--- src/rtl/lc3_mem_interface.sv ---
// LC-3 memory-interface stage: MAR/MDR registers plus a handshaked access FSM
// (IDLE -> REQ -> DONE) with a bounded wait and a sticky timeout flag.
module lc3_mem_interface #(
    parameter int TIMEOUT_CYC = 64
) (
    input  logic        i_clk,
    input  logic        i_reset,
    input  logic [15:0] i_bus_in,
    input  logic        i_ldMAR,
    input  logic        i_ldMDR,
    input  logic        i_selMDR,
    input  logic        i_memWE,
    input  logic        i_enaMDR,
    output logic [15:0] o_mdr_bus,
    output logic [15:0] o_mar_q,
    output logic        o_mem_ready,
    output logic        o_mem_err,
    output logic [15:0] o_mem_addr,
    output logic [15:0] o_mem_wdata,
    output logic        o_mem_req,
    output logic        o_mem_we,
    input  logic [15:0] i_mem_rdata,
    input  logic        i_mem_ack
);

    localparam int CW = $clog2(TIMEOUT_CYC + 1);

    // state  | meaning
    // S_IDLE | accept MAR/MDR loads and access commands
    // S_REQ  | mem_req held until ack or timeout; commands ignored
    // S_DONE | one-cycle mem_ready, counter cleared
    typedef enum logic [1:0] {S_IDLE, S_REQ, S_DONE} state_t;

    state_t        r_state, w_state_next;
    logic [15:0]   r_mar, w_mar_next;
    logic [15:0]   r_mdr, w_mdr_next;
    logic [CW-1:0] r_cnt, w_cnt_next;
    logic          r_we, w_we_next;
    logic          r_err, w_err_next;
    logic          w_start;

    always_ff @(posedge i_clk) begin
        if (i_reset) begin
            r_state <= S_IDLE;
            r_mar   <= '0;
            r_mdr   <= '0;
            r_cnt   <= '0;
            r_we    <= 1'b0;
            r_err   <= 1'b0;
        end else begin
            r_state <= w_state_next;
            r_mar   <= w_mar_next;
            r_mdr   <= w_mdr_next;
            r_cnt   <= w_cnt_next;
            r_we    <= w_we_next;
            r_err   <= w_err_next;
        end
    end

    // An access never starts in a cycle that also loads MAR, so it sees the new address.
    assign w_start = !i_ldMAR && (i_memWE || (i_ldMDR && i_selMDR));

    always_comb begin
        w_state_next = r_state;
        w_mar_next   = r_mar;
        w_mdr_next   = r_mdr;
        w_cnt_next   = r_cnt;
        w_we_next    = r_we;
        w_err_next   = r_err;
        case (r_state)
            S_IDLE: begin
                w_cnt_next = '0;
                if (i_ldMAR)
                    w_mar_next = i_bus_in;
                if (w_start) begin
                    w_we_next    = i_memWE;
                    w_state_next = S_REQ;
                end else if (i_ldMDR && !i_selMDR) begin
                    w_mdr_next = i_bus_in;
                end
            end
            S_REQ: begin
                if (i_mem_ack) begin
                    if (!r_we)
                        w_mdr_next = i_mem_rdata;
                    w_state_next = S_DONE;
                end else if (r_cnt == CW'(TIMEOUT_CYC)) begin
                    w_err_next = 1'b1;
                    if (!r_we)
                        w_mdr_next = 16'h0000;
                    w_state_next = S_DONE;
                end else begin
                    w_cnt_next = r_cnt + CW'(1);
                end
            end
            S_DONE: begin
                w_cnt_next   = '0;
                w_state_next = S_IDLE;
            end
            default: w_state_next = S_IDLE;
        endcase
    end

    assign o_mdr_bus   = i_enaMDR ? r_mdr : 16'h0000;
    assign o_mar_q     = r_mar;
    assign o_mem_addr  = r_mar;
    assign o_mem_wdata = r_mdr;
    assign o_mem_req   = (r_state == S_REQ);
    assign o_mem_ready = (r_state == S_DONE);
    assign o_mem_we    = r_we;
    assign o_mem_err   = r_err;

endmodule

--- config.mk ---
export PLATFORM = sky130hd
export DESIGN_NAME = lc3_mem_interface
export DESIGN_NICKNAME = d
export VERILOG_FILES = /design/src/rtl/lc3_mem_interface.sv
export SDC_FILE = /design/constraint.sdc
export NUM_CORES = 1
export LEC_CHECK = 0
export CAP_MARGIN = 0
export CORE_ASPECT_RATIO = 0.5
export CORE_MARGIN = 1.5
export CORE_UTILIZATION = 65
export CTS_BUF_LIST = sky130_fd_sc_hd__clkbuf_8
export CTS_CLUSTER_SIZE = 8
export DETAILED_ROUTE_END_ITERATION = 10
export DONT_BUFFER_PORTS = 1
export GPL_TIMING_DRIVEN = 0
export PLACE_DENSITY = 0.79
export SLEW_MARGIN = 0
export SYNTH_ARGS = -nofsm -noshare
export SYNTH_HDL_FRONTEND = slang
export SYNTH_SLANG_ARGS = --single-unit
--- constraint.sdc ---
create_clock -name i_clk -period 2.87 [get_ports i_clk]
set_input_delay 0 -clock i_clk [delete_from_list [all_inputs] [get_ports i_clk]]
set_output_delay 0 -clock i_clk [all_outputs]
set_load 0.05 [all_outputs]
### Word level (Yosys, flattened, before mapping)

Cells that the tools add are included.
W data, S select, Z words.

| cells by class | value |
|---|---|
| $add $sub $neg | 1 |
| multipliers | 0 |
| div/mod/pow operators | 0 |
| magnitude comparators | 0 |
| eq/ne operators | 10 |
| shifts and indexed selects | 0 |
| mux-type cells | 15 |
| bitwise logic cells | 1 |
| reductions and logical operators | 16 |

Operator list:

| kind | number |
|---|---|
| $mux W16 | 7 |
| $pmux W16 S2 | 1 |
| $mux W7 | 2 |
| $pmux W7 S2 | 1 |
| $ne A2 B2 Y1 const B | 6 |
| $add A7 B1 Y7 const B | 1 |
| $eq A7 B7 Y1 const B | 1 |
| $mux W2 | 3 |
| $reduce_and A2 Y1 | 3 |
| $reduce_and A3 Y1 | 2 |
| $reduce_and A5 Y1 | 1 |
| $pmux W2 S2 | 1 |
| $reduce_bool A2 Y1 | 2 |
| $logic_and A1 B1 Y1 | 3 |
| $ne A3 B1 Y1 const B | 1 |
| $eq A2 B1 Y1 const B | 1 |
| $eq A2 B2 Y1 const B | 1 |
| $logic_not A1 Y1 | 2 |
| $logic_not A2 Y1 | 1 |
| $reduce_or A2 Y1 | 1 |
| $logic_or A1 B1 Y1 | 1 |
| $not A1 Y1 | 1 |

| word-level totals | value |
|---|---|
| register bits after elaboration | 43 |
| latch bits | 0 |
| bits in writable memories | 0 |
| ROM bits | 0 |
| input port bits | 40 |
| output and inout port bits | 68 |
| word-level logic and storage cells | 49 |
| memories kept | 0 |

### Longest topological paths before layout

Gate-level depths: netlist of run 1.

| depth | value |
|---|---|
| depth in word-level cells | 5 |
| depth in mapped cells | 7 |
| gate-level depth less buffers | 6 |

### Worst setup path after synthesis of run 1

No wires, ideal clock.

| timing | value |
|---|---|
| path kind | register -> register |
| start | register r_cnt[2] |
| end | register r_mdr[0] (netlist: o_mem_wdata[0]) |
| library setup time | 0.121 ns |
| data arrival time | 1.978 ns |
| required time | 2.749 ns |
| path slack | 0.771 ns |
| cell stages (with the launch flop) | 6 |
| buffers on the path | 1 |
| period minus slack after synthesis | 2.099 ns |
| path through | dfxtp_1 -> or4_4 -> or2_4 -> a211oi_4 -> buf_12 -> mux2_4 |

| on the way | value |
|---|---|
| word-level cells in the longest chain between the ends | 3 |

Ends and longest elaborated chain:

| item | RTL line | text |
|---|---|---|
| from (decl) | 37 | `logic [CW-1:0] r_cnt, w_cnt_next;` |
| from (signal assigned) | 54 | `r_cnt <= w_cnt_next;` |
| $eq A7 B7 Y1 | 87 | `end else if (r_cnt == CW'(TIMEOUT_CYC)) begin` |
| $ne A3 B1 Y1 (no line) | n/a |  |
| $reduce_and A5 Y1 (no line) | n/a |  |
| to (signal assigned) | 53 | `r_mdr <= w_mdr_next;` |
| to (decl) | 36 | `logic [15:0] r_mdr, w_mdr_next;` |

No other way between the ends.
A chain may end at the register's enable or synchronous reset.

### Worst setup path after layout of run 1

| timing | value |
|---|---|
| start | register r_state[0] |
| end | register r_mdr[4] (netlist: o_mem_wdata[4]) |

| on the way | value |
|---|---|
| word-level cells in the longest chain between the ends | 3 |
| elaborated cells on any way between the ends | 9 |
| those cells by class | eq/ne: 5; mux: 1; reduce/logical: 3 |

Ends and longest elaborated chain:

| item | RTL line | text |
|---|---|---|
| from (decl) | 34 | `state_t r_state, w_state_next;` |
| from (signal assigned) | 51 | `r_state <= w_state_next;` |
| $eq A2 B1 Y1 * | n/a |  |
| via o_mem_req | 20 | `output logic o_mem_req,` |
| $ne A3 B1 Y1 (no line) (tied with other cells) | n/a |  |
| $reduce_and A5 Y1 (no line) | n/a |  |

The timed path passes the listed nets; every way through them passes the cells marked *.

==> out/qor.txt, run 1 <==
Critical path, cell by cell - or2b_2 -> buf_6 -> clkinv_1 -> buf_1 -> nand3_1 -> a21oi_1 -> mux2_4
Die Y - 44.7 um
Root buf cell - clkbuf_8
GRT overflow - 0
Clock tree sinks - 43
Cell count after synthesis - 271
Post-CTS Setup Bufs - 0
Post-route ant nets - 0
Sequential area share after synthesis - 38.0%
# DRC - 0
Die width - 86.5 um
GP Congestion - 0.785
Final Cycle Share - 83.3%
Sequential Area - 861 um2
Worst skew pair latency - 290 ps
Crit path arrival time - 2630 ps
Area of the multi-input gates - 0.00116 mm2
Critical path class - reg2reg
Fraction of registers with async set/reset - 0%
Most frequent cells in the layout - nand2_1 (53), dfxtp_1 (43), a21oi_1 (37)
P_leak - 1.08 nW
Final min period - 2390 ps
DIE AREA - 0.00387 mm2
Area growth, synth to finish - 13.4%
Share of layout cells above drive strength 1 - 15.9%
EDFF count, synth - 0
CP Launch Type - flip-flop
Reg2reg start - r_state[0]
Fin area - 0.00257 mm2
Crit. End Element - flip-flop
GR Util All Layers - 28.3%
Diodes inserted - 0
Ys flop type - dfxtp_1
Setup ws final - 480 ps
Longest Clk Path Bufs - 2
Max-cap violations - 0
Count of cell types in the netlist - 35
Worst hold path startpoint - i_bus_in[6]
Max-slew violations - 0
Max incr delay on CP - 780 ps
First-pass GRT wire length - 8310 um
Initial antenna violation count - 0
CP max FO - 10
Core Rows - 14
Pin count of the biggest net entering global routing - 12
Class of the worst hold path - in2reg
I/O pin cnt - 108
Critical path origin - r_state[0]
Iter 0 DRT Violations - 98
Pre-CTS setup slack - 549 ps
Endpoints failing setup - 0
CTS tree - yes
Least-Margin Pin Slew - 1020 ps
Post-Synthesis Net Count - 313
Maximum VDD drop - 278 uV
DP Wirelength - 3940 um
Port bufs - 0
Vias - 1948
Status - finished, final reports clean
RSZ-0062 raised after global routing - false
Worst Path Required - 3110 ps
Total CTS buffers - 5
Max stage delay cell, worst path - buf_1
Initial core utilization - 71.8%
Nets@finish - 338
Avg Cell Area, Syn - 8.36 um2
Drt wl/cell - 16.6 um
Yosys warns - 0
Vias in the first global route - 1787
Post-route setup TNS - 0 ps
Htree depth - 2
Total iterations of the first detailed-routing run - 4
Pwr per Cell Area - 558 mW/mm2
Worst rel slew slack - 32.1%
Routed wire length - 5550 um
Placed instance area - 0.00231 mm2
Fmax - 418 MHz
CTS clk-pin slew, worst paths - 80 ps
Clock Skews - 4.20 ps
Vias per Instance - 5.81
Fin. Hold Viols - 0
FILL cells - 225
Commonest non-fill, non-tap cell in the layout - nand2_1
Core area - 0.00315 mm2
Synth Register Bits - 43
Fin Hold WS - 14.7 ps
Post-Syn Area - 0.00226 mm2
per-layer routing:
layer / vias to the layer above / track usage, % / wire length, um
met5: - / 0 / 0
met4: 0 / 8.06 / 93
met3: 14 / 9.32 / 629
met2: 103 / 51.2 / 2640
met1: 902 / 33.0 / 2180
li1: 929 / - / -
where the power goes:
group          leakage (nW)  switching [mW]  internal [mW]
combinational         0.690           0.195          0.114
sequential            0.351           0.142          0.630
clock                0.0413           0.192          0.159
total                  1.08           0.529          0.904
kinds of logic after synthesis:
family / count (synthesis) / share of synthesized area, %
AO/OA/AOI/OAI: 42 / 10.2
XOR/XNOR: 5 / 1.93
adder cells (fa/ha/maj): 2 / 1.10
buffers and inverters: 35 / 10.6
flip-flops: 43 / 38.0
multiplexers: 17 / 10.1
AND/OR/NAND/NOR: 127 / 28.1
Yosys cell counts, types with 6 or more instances:
library cell | n | share of area [%]
nor2_1 | 12 | 2.0
mux2_2 | 6 | 3.0
mux2_4 | 10 | 6.6
and2_1 | 17 | 4.7
clkbuf_1 | 10 | 1.7
and2b_1 | 10 | 3.3
a21oi_1 | 37 | 8.2
buf_4 | 16 | 5.3
nor2b_1 | 8 | 2.2
nand2_1 | 53 | 8.8
nand3_1 | 17 | 3.8
dfxtp_1 | 43 | 38
final timing paths:
path                            cells after the start              to  slack [ps]
worst max-delay path                                7  o_mem_wdata[4]         480
worst min-delay path                                3  o_mem_wdata[6]          10
worst max register to register                      7  o_mem_wdata[4]         480
worst min register to register                      2        r_cnt[6]         490
sequential cells by signal, indices dropped and copies added, names as in the netlist:
name,flops
o_mar_q,16
o_mem_wdata,16
r_cnt,7
r_state,2
o_mem_err,1
o_mem_we,1
through the flow:
step / std cells / util (%) / power, mW
3_3_place_gp: 311 / 73.4 / 1.06
5_1_grt: 335 / 81.4 / 1.49
6_report: 335 / 81.4 / 1.43
3_5_place_dp: 311 / 73.4 / 1.07
4_1_cts: 335 / 81.4 / 1.43
2_1_floorplan: 271 / - / 1.03
worst max-delay path: cells and delay by family, from the launching register on:
| family | cells | cell delay (ps) |
|---|---|---|
| AND/OR/NAND/NOR | 2 | 490 |
| flip-flops | 1 | 390 |
| buffers and inverters | 3 | 1050 |
| multiplexers | 1 | 170 |
| AO/OA/AOI/OAI | 1 | 230 |
area by class of cell:
| cell class | instances | share of cell area (%) |
|---|---|---|
| multi-input combinational | 193 | 45.3 |
| sequential | 43 | 33.5 |
| buffer | 32 | 8.92 |
| timing repair buffer | 18 | 7.02 |
| clock buffer | 5 | 2.68 |
| tap | 40 | 1.95 |
| inverter | 3 | 0.439 |
| clock inverter | 1 | 0.146 |
repair_timing:
item,4_1_cts,5_1_grt
hold buffers,18,0
hold endpoints to repair,18,0
resized for setup,0,0
No activity file was read; power rests on OpenSTA's default activity.
==> run 2, diff against run 1 <==
==> constraint.sdc (replaced) <==
create_clock -name i_clk -period 2.4 [get_ports i_clk]
set_input_delay 0 -clock i_clk [delete_from_list [all_inputs] [get_ports i_clk]]
set_output_delay 0 -clock i_clk [all_outputs]
set_load 0.05 [all_outputs]
==> run 2 against run 1 <==
Compared with the run above: register-to-register slack lost 360 ps; clock skew about the same; cell count did not move; hold slack unchanged; critical path type unchanged; die area is the same; clock power up 20%; routed wire length barely moved; global-route usage unchanged; sequential power grew 20%; design area is essentially flat; largest power group unchanged; first-iteration DRC count increased by 3.1%; count of clock-buffer cells in the layout did not move.
==> out/qor.txt, run 2 (same netlist as run 1, synthesis figures left out) <==
Pin count of the biggest net entering global routing - 12
Pwr per Cell Area - 667 mW/mm2
CP delay by family, top - simple AND/OR/NAND/NOR gates
Worst hold path startpoint - i_bus_in[6]
Maximum VDD drop - 333 uV
Vias - 1947
Initial core utilization - 71.8%
CTS clk-pin slew, worst paths - 80 ps
Initial antenna violation count - 0
Fin area - 0.00257 mm2
Vias per Instance - 5.81
Class of the worst hold path - in2reg
Port bufs - 0
Nets@finish - 338
Post-route setup TNS - 0 ps
Core Rows - 14
# DRC - 0
Cell internal pwr - 1.08 mW
DIE AREA - 0.00387 mm2
Drt wl/cell - 16.5 um
Fmax - 439 MHz
Longest Clk Path Bufs - 2
Placed instance area - 0.00231 mm2
Routed wire length - 5540 um
Iter 0 DRT Violations - 101
Final min period - 2280 ps
Clock power share - 24.5%
Reg power frac - 53.9%
GP Congestion - 0.785
FILL cells - 224
First-pass GRT wire length - 8310 um
Post-route ant nets - 0
Share of layout cells above drive strength 1 - 16.3%
Crit. End Element - flip-flop
Worst skew pair latency - 290 ps
Max-slew violations - 0
RSZ-0062 raised after global routing - false
Endpoints failing setup - 0
Total iterations of the first detailed-routing run - 4
Die width - 86.5 um
Worst rel slew slack - 38.0%
CTS tree - yes
Pwr Total - 1.71 mW
Final Cycle Share - 95.0%
Commonest non-fill, non-tap cell in the layout - nand2_1
I/O pin cnt - 108
Diodes inserted - 0
Core area - 0.00315 mm2
Worst Path Required - 2580 ps
Post-CTS Setup Bufs - 0
Root buf cell - clkbuf_8
Critical path origin - r_cnt[2]
Most frequent cells in the layout - nand2_1 (53), dfxtp_1 (43), a21oi_1 (37)
Switch share - 36.9%
DP Wirelength - 3940 um
Reg2reg start - r_cnt[2]
GRT overflow - 0
Critical path, cell by cell - or4_4 -> or2_4 -> a211oi_4 -> buf_12 -> mux2_4
Total CTS buffers - 5
Clock tree sinks - 43
CP max FO - 10
Logic gate share of total power - 21.6%
WP buf/inv - 1
P_leak - 1.09 nW
Clock Skews - 4.22 ps
Critical path class - reg2reg
Die Y - 44.7 um
CP Launch Type - flip-flop
Max-cap violations - 0
Least-Margin Pin Slew - 928 ps
Status - finished, final reports clean
Vias in the first global route - 1787
Max stage delay cell, worst path - or4_4
Htree depth - 2
Area growth, synth to finish - 13.4%
GR Util All Layers - 28.3%
Max incr delay on CP - 560 ps
Fin. Hold Viols - 0
Crit path arrival time - 2460 ps
Sw Pwr - 632 uW
==> run 2: cell count changes in the layout (fill, tap and decap cells not counted), sizes merged <==
cell / previous run / this run
buf: 21 / 20
clkbuf: 16 / 17
==> run 2: final timing paths <==
path	end	slack [ps]	cells after the start
max	o_mem_wdata[14]	120	5
min	o_mem_wdata[6]	10	3
max reg2reg	o_mem_wdata[14]	120	5
min reg2reg	r_cnt[6]	490	2
==> run 2: worst register-to-register path, cell delays in order (launching register included) <==
cell and delay (ps):
dfxtp_1 350, or4_4 560, or2_4 270, a211oi_4 470, buf_12 220, mux2_4 310
==> run 2: through the flow <==
| step | utilization (%) | hold slack [ps] | worst slack, ps | cells |
|---|---|---|---|---|
| 2_1_floorplan | - | 136 | 301 | 271 |
| 3_3_place_gp | 73.4 | 138 | 144 | 311 |
| 3_5_place_dp | 73.4 | 143 | 78.5 | 311 |
| 4_1_cts | 81.4 | 8.99 | 52.7 | 335 |
| 5_1_grt | 81.5 | 15.6 | 70.8 | 335 |
| 6_report | 81.5 | 14.7 | 120 | 335 |
==> run 2: cell type report <==
class / count / area, um2 / share of cell area [%]
plain buffers: 32 / 230 / 8.96
clock buffers: 5 / 68.8 / 2.68
clock inverters: 1 / 3.75 / 0.146
inverters: 3 / 11.3 / 0.438
multi-input cells: 193 / 1160 / 45.3
flip-flops and latches: 43 / 861 / 33.5
well taps: 40 / 50.0 / 1.95
repair buffers: 18 / 180 / 7.01
==> run 2: what timing repair did <==
item	CTS	global route
endpoints found under the setup margin	0	9
endpoints found under the hold margin	18	0
gates resized for setup	0	2
hold buffers	18	0
==> run 2: power groups by stage <==
stage | Sequential [mW] | Clock (mW) | Combinational, mW
global placement | 0.938 | 0 | 0.334
CTS | 0.923 | 0.425 | 0.364
detailed placement | 0.940 | 0 | 0.340
global route | 0.928 | 0.457 | 0.392
finish | 0.923 | 0.420 | 0.370
floorplan | 0.929 | 0 | 0.305
==> run 2: layer usage <==
layer / vias up / GRT usage (%) / part of all wire (%)
met5: - / 0 / 0
met4: 0 / 8.06 / 1.7
met3: 14 / 9.32 / 11
met2: 103 / 51.2 / 48
met1: 901 / 33.0 / 39
li1: 929 / - / -
